--- config.mk ---
export PLATFORM = sky130hd
export DESIGN_NAME = duck_line_scheduler
export DESIGN_NICKNAME = d
export VERILOG_FILES = /design/src/rtl/duck_pkg.sv /design/src/rtl/duck_slot_select.sv /design/src/rtl/duck_line_scheduler.sv
export SDC_FILE = /design/constraint.sdc
export NUM_CORES = 1
export LEC_CHECK = 0
export BUFFER_PORTS_ARGS = -buffer_cell sky130_fd_sc_hd__buf_4
export CAP_MARGIN = 20
export CORE_MARGIN = 2
export CORE_UTILIZATION = 60
export DETAILED_ROUTE_END_ITERATION = 12
export MAX_ROUTING_LAYER = met4
export PLACE_DENSITY = 0.8
export SLEW_MARGIN = 10
export SYNTH_ARGS = -nofsm -noshare
export SYNTH_HDL_FRONTEND = slang
export SYNTH_SLANG_ARGS = --single-unit
--- constraint.sdc ---
create_clock -name vga_clk -period 13.43 [get_ports vga_clk]
set_input_delay 1.343 -clock vga_clk [delete_from_list [all_inputs] [get_ports vga_clk]]
set_output_delay 1.343 -clock vga_clk [all_outputs]
set_load 0.05 [all_outputs]
--- src/rtl/duck_pkg.sv ---
// Shared types and constants for the duck scanline scheduler.
// Slot records carry everything the active-video path needs to address the sprite ROM.
package duck_pkg;

  localparam int unsigned SPRITE_W  = 64;
  localparam int unsigned SPRITE_H  = 64;
  localparam int unsigned H_ACTIVE  = 640;
  localparam int unsigned H_TOTAL   = 800;
  localparam int unsigned V_TOTAL   = 525;
  localparam int unsigned IDX_MAX_W = 6;

  typedef struct packed {
    logic                 valid;
    logic [9:0]           x;
    logic [5:0]           row;
    logic [IDX_MAX_W-1:0] idx;
  } slot_t;

  typedef enum logic [1:0] {
    StIdle,
    StScan,
    StWait
  } state_e;

endpackage

--- src/rtl/duck_slot_select.sv ---
// Combinational priority cover over the active slots; the lowest covering slot wins,
// which puts the lowest duck index on top because slots fill in index order.
module duck_slot_select
  import duck_pkg::*;
#(
  parameter int unsigned Slots   = 4,
  parameter int unsigned SpriteW = 64,
  localparam int unsigned ColW   = $clog2(SpriteW)
) (
  input  slot_t [Slots-1:0]     slots_i,
  input  logic  [9:0]           draw_x_i,
  output logic                  any_o,
  output logic  [IDX_MAX_W-1:0] win_idx_o,
  output logic  [5:0]           win_row_o,
  output logic  [ColW-1:0]      col_o
);

  always_comb begin
    any_o     = 1'b0;
    win_idx_o = '0;
    win_row_o = '0;
    col_o     = '0;
    // Walk from the highest slot down so the lowest covering slot is the final assignment.
    for (int s = Slots - 1; s >= 0; s--) begin
      if (slots_i[s].valid &&
          ({1'b0, draw_x_i} >= {1'b0, slots_i[s].x}) &&
          ({1'b0, draw_x_i} < ({1'b0, slots_i[s].x} + 11'(SpriteW)))) begin
        any_o     = 1'b1;
        win_idx_o = slots_i[s].idx;
        win_row_o = slots_i[s].row;
        col_o     = ColW'(draw_x_i - slots_i[s].x);
      end
    end
  end

endmodule

--- src/rtl/duck_line_scheduler.sv ---
// Per-scanline duck sprite scheduler: scans the descriptor table during h-blank for the
// next line, commits at DrawX==0, then emits ROM address and coverage one cycle per pixel.
module duck_line_scheduler #(
  parameter int unsigned NUM_DUCKS = 8,
  parameter int unsigned SLOTS     = 4,
  parameter int unsigned SPRITE_W  = 64,
  parameter int unsigned SPRITE_H  = 64,
  parameter int unsigned SCAN_X    = 640,
  parameter int unsigned V_TOTAL   = 525,
  localparam int unsigned IdxW     = (NUM_DUCKS > 1) ? $clog2(NUM_DUCKS) : 1
) (
  input  logic            vga_clk,
  input  logic            reset,
  input  logic [9:0]      DrawX,
  input  logic [9:0]      DrawY,
  input  logic            blank,
  output logic [IdxW-1:0] desc_idx,
  input  logic            desc_valid,
  input  logic [9:0]      desc_x,
  input  logic [9:0]      desc_y,
  output logic [11:0]     rom_address,
  output logic            pix_valid,
  output logic [IdxW-1:0] pix_duck,
  output logic            line_overflow
);

  import duck_pkg::slot_t;
  import duck_pkg::state_e;
  import duck_pkg::StIdle;
  import duck_pkg::StScan;
  import duck_pkg::StWait;
  import duck_pkg::IDX_MAX_W;

  localparam int unsigned CntW = 8;
  localparam int unsigned PendW = $clog2(SLOTS + 1);
  localparam int unsigned ColW = $clog2(SPRITE_W);

  state_e                 state_q, state_d;
  logic [CntW-1:0]        cnt_q, cnt_d;
  logic [9:0]             y_next_q, y_next_d;
  slot_t [SLOTS-1:0]      pend_q, pend_d, act_q, act_d;
  logic [PendW-1:0]       pend_cnt_q, pend_cnt_d;
  logic                   pend_ovf_q, pend_ovf_d;
  logic                   line_ovf_q, line_ovf_d;
  logic                   pix_valid_q, pix_valid_d;
  logic [11:0]            rom_q, rom_d;
  logic [IdxW-1:0]        pix_duck_q, pix_duck_d;

  logic                   hit;
  logic                   any_cover;
  logic [IDX_MAX_W-1:0]   win_idx;
  logic [5:0]             win_row;
  logic [ColW-1:0]        win_col;

  // 11-bit compare so a duck near the bottom never wraps into low rows.
  assign hit = desc_valid &&
               ({1'b0, y_next_q} >= {1'b0, desc_y}) &&
               ({1'b0, y_next_q} < ({1'b0, desc_y} + 11'(SPRITE_H)));

  assign desc_idx = (state_q == StScan && cnt_q < CntW'(NUM_DUCKS)) ? IdxW'(cnt_q) : '0;

  duck_slot_select #(
    .Slots   (SLOTS),
    .SpriteW (SPRITE_W)
  ) u_slot_select (
    .slots_i   (act_q),
    .draw_x_i  (DrawX),
    .any_o     (any_cover),
    .win_idx_o (win_idx),
    .win_row_o (win_row),
    .col_o     (win_col)
  );

  always_comb begin
    state_d    = state_q;
    cnt_d      = cnt_q;
    y_next_d   = y_next_q;
    pend_d     = pend_q;
    pend_cnt_d = pend_cnt_q;
    pend_ovf_d = pend_ovf_q;
    act_d      = act_q;
    line_ovf_d = line_ovf_q;
    unique case (state_q)
      StIdle: begin
        if (DrawX == 10'(SCAN_X)) begin
          state_d    = StScan;
          cnt_d      = '0;
          y_next_d   = (DrawY == 10'(V_TOTAL - 1)) ? 10'd0 : DrawY + 10'd1;
          pend_d     = '0;
          pend_cnt_d = '0;
          pend_ovf_d = 1'b0;
        end
      end
      StScan: begin
        cnt_d = cnt_q + 8'd1;
        // Data on the descriptor bus belongs to the index driven one cycle earlier.
        if (cnt_q != '0 && hit) begin
          if (pend_cnt_q < PendW'(SLOTS)) begin
            for (int s = 0; s < SLOTS; s++) begin
              if (pend_cnt_q == PendW'(s)) begin
                pend_d[s].valid = 1'b1;
                pend_d[s].x     = desc_x;
                pend_d[s].row   = 6'(y_next_q - desc_y);
                pend_d[s].idx   = IDX_MAX_W'(cnt_q - 8'd1);
              end
            end
            pend_cnt_d = pend_cnt_q + PendW'(1);
          end else begin
            pend_ovf_d = 1'b1;
          end
        end
        if (cnt_q == CntW'(NUM_DUCKS)) state_d = StWait;
      end
      StWait: begin
        if (DrawX == 10'd0) begin
          state_d    = StIdle;
          act_d      = pend_q;
          line_ovf_d = pend_ovf_q;
        end
      end
      default: state_d = StIdle;
    endcase
  end

  always_comb begin
    pix_valid_d = blank && any_cover;
    rom_d       = '0;
    pix_duck_d  = '0;
    if (pix_valid_d) begin
      rom_d      = 12'({win_row, win_col});
      pix_duck_d = IdxW'(win_idx);
    end
  end

  always_ff @(posedge vga_clk or posedge reset) begin
    if (reset) begin
      state_q     <= StIdle;
      cnt_q       <= '0;
      y_next_q    <= '0;
      pend_q      <= '0;
      pend_cnt_q  <= '0;
      pend_ovf_q  <= 1'b0;
      act_q       <= '0;
      line_ovf_q  <= 1'b0;
      pix_valid_q <= 1'b0;
      rom_q       <= '0;
      pix_duck_q  <= '0;
    end else begin
      state_q     <= state_d;
      cnt_q       <= cnt_d;
      y_next_q    <= y_next_d;
      pend_q      <= pend_d;
      pend_cnt_q  <= pend_cnt_d;
      pend_ovf_q  <= pend_ovf_d;
      act_q       <= act_d;
      line_ovf_q  <= line_ovf_d;
      pix_valid_q <= pix_valid_d;
      rom_q       <= rom_d;
      pix_duck_q  <= pix_duck_d;
    end
  end

  assign pix_valid     = pix_valid_q;
  assign rom_address   = rom_q;
  assign pix_duck      = pix_duck_q;
  assign line_overflow = line_ovf_q;

endmodule

Yosys cells after proc, flatten, opt, wreduce, memory -nomap -nowiden
Cells that the tools add are included.
{ "classes": {"add_sub_neg": 14, "order_cmp": 12, "eq_ne": 18, "n_mux": 42, "reduce_logical": 28} }
{ "ops": {"columns": ["cell", "n"], "rows": [
  ["92-bit two-way mux", 3],
  ["92-bit case mux with 2 select lines", 1],
  ["23-bit two-way mux", 4],
  ["10-bit by 7-bit adder with 11-bit output (second input constant)", 5],
  ["10-bit by 11-bit < comparator with 1-bit output", 5],
  ["10-bit >= comparator", 5],
  ["6-bit two-way mux", 8],
  ["6-bit subtractor", 5],
  ["3-bit two-way mux", 9],
  ["10-bit == test (second input constant)", 2],
  ["5-bit AND reduction", 4],
  ["8-bit case mux with 2 select lines", 1],
  ["2-bit by 1-bit inequality test with 1-bit output (second input constant)", 7],
  ["1-bit logical AND", 13],
  ["12-bit two-way mux", 1],
  ["10-bit by 1-bit adder with 10-bit output (second input constant)", 1],
  ["10-bit zero test", 1],
  ["10-bit two-way mux", 1],
  ["8-bit by 1-bit adder with 8-bit output (second input constant)", 1],
  ["8-bit by 4-bit == test with 1-bit output (second input constant)", 1],
  ["8-bit by 4-bit < comparator with 1-bit output (second input constant)", 1],
  ["8-bit two-way mux", 1],
  ["4-bit AND reduction", 2],
  ["8-bit nonzero test", 1],
  ["18 further kinds", 31]
]} }
{ "totals": {"regBits": 201, "in_bits": 44, "out_inout_bits": 20, "elab_cells": 155} }

Logic depth before layout (Yosys ltp)
{ "depth": {"ltp_word": 9, "mapped_depth": 13, "mapped_depth_nobuf": 11} }

Modules after synthesis
A second synthesis with hierarchy kept.
{ "unflattened": {"cells_unflattened": 1157, "hier_area_um2": 12140.4} }
{ "modules_own_cells": {"columns": ["module", "n_inst", "cells_per_inst", "area_each_um2", "seq_area_each_um2"], "rows": [
  ["duck_line_scheduler", 1, 794, 9517.9, 5630.4],
  ["duck_slot_select", 1, 363, 2622.5, 0.0]
]} }

Least setup slack after synthesis
Ideal clock, no wire load.
{ "synth_path": {"path_kind": "reg2out", "from": "reg state_q[1]", "to": "out desc_idx[2]", "arrival_ns": 2.574, "t_required_ns": 12.087, "setup_slack_ns": 9.513, "path_stages_with_launch": 5, "n_path_buf": 2, "cell_sequence": "dfrtp_1 > nand2b_1 > clkbuf_1 > clkbuf_1 > nor4b_1"} }
{ "synth_between": {"elab_chain_len": 3} }
{ "synth_lines": {"columns": ["element", "line_no", "source"], "rows": [
  ["start: declaration", "duck_line_scheduler.sv:38", "state_e state_q, state_d;"],
  ["start signal: assignment", "duck_line_scheduler.sv:137", "state_q <= StIdle;"],
  ["start signal: assignment", "duck_line_scheduler.sv:149", "state_q <= state_d;"],
  ["2-bit by 1-bit == test with 1-bit output", "duck_line_scheduler.sv:60", "assign desc_idx = (state_q == StScan && cnt_q < CntW'(NUM_DUCKS)) ? IdxW'(cnt_q) : '0;"],
  ["1-bit logical AND", "duck_line_scheduler.sv:60", null],
  ["3-bit two-way mux", "duck_line_scheduler.sv:60", null],
  ["end: declaration", "duck_line_scheduler.sv:17", "output logic [IdxW-1:0] desc_idx,"]
]} }
No other way between the ends.

Final worst setup path
{ "layout_path": {"from": "in DrawX[0]", "to": "reg rom_q[5] (netlist: rom_address[5])"} }
{ "layout_between": {"elab_chain_len": 9, "elab_cells_between_ends": 30, "classes_between": "add/sub: 4; order compare: 8; mux: 9; reduce/logical: 9"} }
{ "layout_lines": {"columns": ["element", "line_no", "source"], "rows": [
  ["start: declaration", "duck_line_scheduler.sv:14", "input logic [9:0] DrawX,"],
  ["10-bit >= comparator", "duck_slot_select.sv:26", "({1'b0, draw_x_i} >= {1'b0, slots_i[s].x}) &&"],
  ["1-bit logical AND", "duck_slot_select.sv:25", "if (slots_i[s].valid &&"],
  ["1-bit logical AND", "duck_slot_select.sv:26", null],
  ["1-bit two-way mux (4 in series)", "duck_slot_select.sv:25", null],
  ["1-bit logical AND", "duck_line_scheduler.sv:126", "pix_valid_d = blank && any_cover;"],
  ["12-bit two-way mux *", "duck_line_scheduler.sv:129", "if (pix_valid_d) begin"],
  ["via rom_d[5]", "duck_line_scheduler.sv:46", "logic [11:0] rom_q, rom_d;"],
  ["end signal: assignment", "duck_line_scheduler.sv:158", "rom_q <= rom_d;"],
  ["end: declaration", "duck_line_scheduler.sv:46", null]
]} }
Mark *: on every way through the listed nets, which the timed path passes. The rest lies on a longest branch.
A chain may end at the register's enable or synchronous reset.

==> flow_summary.toml <==
[status]
status = "finished clean"

[setup_path]
crit_end = "rom_address[5]"
required_ns = 13.83
start_kind = "primary input"
critPathArrivalTime_ns = 4.81
rr_startpoint = "act_q[18]"
crit_type = "primary input to flip-flop"
path_max_fanout = 18
crit_start = "DrawX[0]"
worstReg2RegEnd = "rom_address[5]"
r2r_slack_ns = 9.60
cp-end-kind = "flip-flop"
r2r_cells = 10

[route]
post-route-drc-count = 0
wl_mm = 24.6
drt_first_pass_iters = 5
vias = 7832
dr_wl_met3_mm = 1.34
avgViaCountPerCell = 5.92
drt_iter0_markers = 542
wl_met1_mm = 10.7
ant_nets = 0
top_layer = "met4"
routed-wl-met2_mm = 12.0
routedWlPerCell_um = 18.6

[global_routing]
grt_max_degree = 119
grt_overflow = 0
grt_pass1_wl_mm = 40.7
grt_usage = 0.268
first_global_vias = 8093
antenna_found_initial = 0

[power]
netSwitchingFraction = 0.253
peakVddDrop_mv = 0.0884
clkPwrFrac = 0.436
power_density_nw_per_um2 = 110
power_frac_comb = 0.095
p_sw_w = 0.000347
leakage_nw = 6.61
p_seq_frac = 0.469
internal_power_w = 0.00102

[yosys]
synthFlopType = "dfrtp_1"
syn-num-nets = 1154
synth.area.top_cells = "dfrtp_1 46%, ha_1 9.7%, mux2_2 8.3%"
ys_types = 65
synthArstFlopShare = 1.00
synth_top_family_by_area = "multiplexers"
synth_edf_count = 0
yosysSeqAreaShare = 0.457
muxShareOfSynthArea = 0.147
synthSimpleGateAreaFrac = 0.105
synthCells = 1020
ys_ff_latch = 201
synth_adder_area_share = 0.106
yosysWarningCount = 0
syn-mean-instance-area_um2 = 10.8
synth_top_cell_area_share = 0.457
synth-compound-area-share = 0.110
synth-xor-area-share = 0.0287
yosysTopAreaCell = "dfrtp_1"
synth_area_um2 = 11000

[timing]
period_share = 0.328
grt_setup_unrepaired = "no"
setup_tns_ns = 0
final-max-slew-violation-count = 0
setup_viol = 0
worst_slack_ns = 9.02
fmax_mhz = 227
slew_headroom = 0.378
max_slew.worst_pin.slew_ns = 0.930
finalHoldViolations = 0
period_needed_ns = 4.41
fin_skew_ns = 0.00943

[cells_and_area]
drive_gt1_frac = 0.191
final_nets = 1213
num_antenna_cells = 0
fin_area_um2 = 12500
multi_input_area_um2 = 5470
nFillCells = 1319
seq_area_um2 = 5030
area_growth_syn_to_layout_pct = 13.5
postLayoutCoreUtil = 0.695

[clock_network]
tritoncts = "done"
clk_path_buf_depth = 3
hold_buffers = 0
clock_latency_ns = 0.50
cts_max_level = 1
cts.sinks = 201
cts_setup_buffers = 0
cts_buffers = 22
cts_resized = 0
cts_root_buffer = "clkbuf_16"
clk_pin_slew_ns = 0.06

[place]
dpl_worst_slack_ns = 8.62
placed_cell_area_um2 = 11600
portBuffers = 63
gp_congestion = 0.882
hpwl_mm = 16.4

[floorplan]
initial_utilization = 0.612
die_area_um2 = 19400
io-pin-count = 64
coreArea_um2 = 18000
dieWidth_um = 139
die_h_um = 139
row_count = 49

[job]
max_cap_viol_count = 0

[hold_path]
hold_class = "flip-flop to flip-flop"
==> per-stage QoR <==
step,power [W],hold slack [ns],cells
2_1_floorplan,0.000734,0.443,1020
3_3_place_gp,0.000778,0.455,1280
3_5_place_dp,0.000782,0.460,1280
4_1_cts,0.00138,0.475,1320
5_1_grt,0.00142,0.512,1324
6_report,0.00137,0.475,1324
==> worst max-delay path, stage by stage <==
cell and delay [ns]:
buf_4 0.08, inv_1 0.09, ha_1 0.23, inv_1 0.07
fa_1 0.20, a21o_1 0.14, a211oi_1 0.08, o311ai_0 0.50
o211ai_2 0.52, a21bo_1 0.76, o31a_2 0.50, nor4b_1 0.27
==> sequential cells by signal, summed over array words and instances (netlist names) <==
register	cells
act_q	80
pend_q	80
rom_address	12
y_next_q	10
cnt_q	8
pend_cnt_q	3
pix_duck	3
state_q	2
line_overflow	1
pend_ovf_q	1
pix_valid	1
==> Yosys cell counts (all sizes together), types with 5 or more instances <==
cell	instances
a211oi	7
a21o	15
a21oi	26
a31oi	5
a32o	8
and3	10
buf	10
clkbuf	29
dfrtp	201
fa	5
ha	85
inv	86
mux2	81
mux2i	70
nand2	128
nand3	24
nand4	11
nor2	30
nor2b	10
nor3	5
nor4	8
o211a	12
o21a	6
o21ai	46
o22a	13
xnor2	22
xor2	14
==> worst min path at each step <==
stage / from / endpoint / slack, ns / cells after the start
final: pend_q[68] / pend_q[68] / 0.48 / 2
after global routing: pend_q[45] / pend_q[45] / 0.51 / 2
after detailed placement: pend_q[22] / pend_q[22] / 0.46 / 2
after global placement: pend_q[68] / pend_q[68] / 0.45 / 2
after floorplan: pend_q[22] / pend_q[22] / 0.44 / 2
after CTS: pend_q[22] / pend_q[22] / 0.48 / 2
==> per-layer routing <==
metal,track usage,up-vias
met5,-,-
met4,0.0845,0
met2,0.439,180
met1,0.346,3904
li1,-,3705
met3,0.0409,43
==> cells in the final DEF (no fill, tap or decap), types with 6 or more instances in the layout <==
master     Yosys  routed
o21a_1         6       6
ha_1          85      85
and3_1        10      10
dfrtp_1      201     201
mux2_2        81      81
nor4_1         8       7
o211a_1       12      12
a32o_1         8       8
nand4_1       11      11
nor2b_1       10      10
nand3_1       24      24
xnor2_1       22      22
mux2i_1       70      70
clkbuf_16      0      23
nand2_1      127     127
buf_4          7      70
a211oi_1       7       7
a21oi_1       26      26
inv_1         86      85
a21o_1        15      15
nor2_1        30      30
o22a_1        13      13
xor2_1        14      14
o21ai_0       45      45
==> cell families after synthesis <==
kind of cell	count (synthesis)
DFF	201
muxes	151
buffers and inverters	126
adders and majority gates	90
xor gates and xnor gates	36
AOI/OAI and AO/OA	169
and+or+nand+nor	247
==> power groups by stage <==
stage / clock network (W) / logic [W] / registers, W
after floorplan: 0 / 0.0000894 / 0.000644
after global placement: 0 / 0.000126 / 0.000652
after detailed placement: 0 / 0.000129 / 0.000653
after CTS: 0.000606 / 0.000129 / 0.000642
after global routing: 0.000629 / 0.000147 / 0.000645
final: 0.000597 / 0.000130 / 0.000643
==> final cells by class <==
type                    instances  share of cell area
clock buffers                  27              0.0497
clock inverters                13             0.00912
inverters                      87              0.0268
multi-input cells             693               0.438
flip-flops and latches        201               0.403
well taps                     229              0.0230
repair buffers                 74              0.0499
No activity file was read; power rests on OpenSTA's default activity.
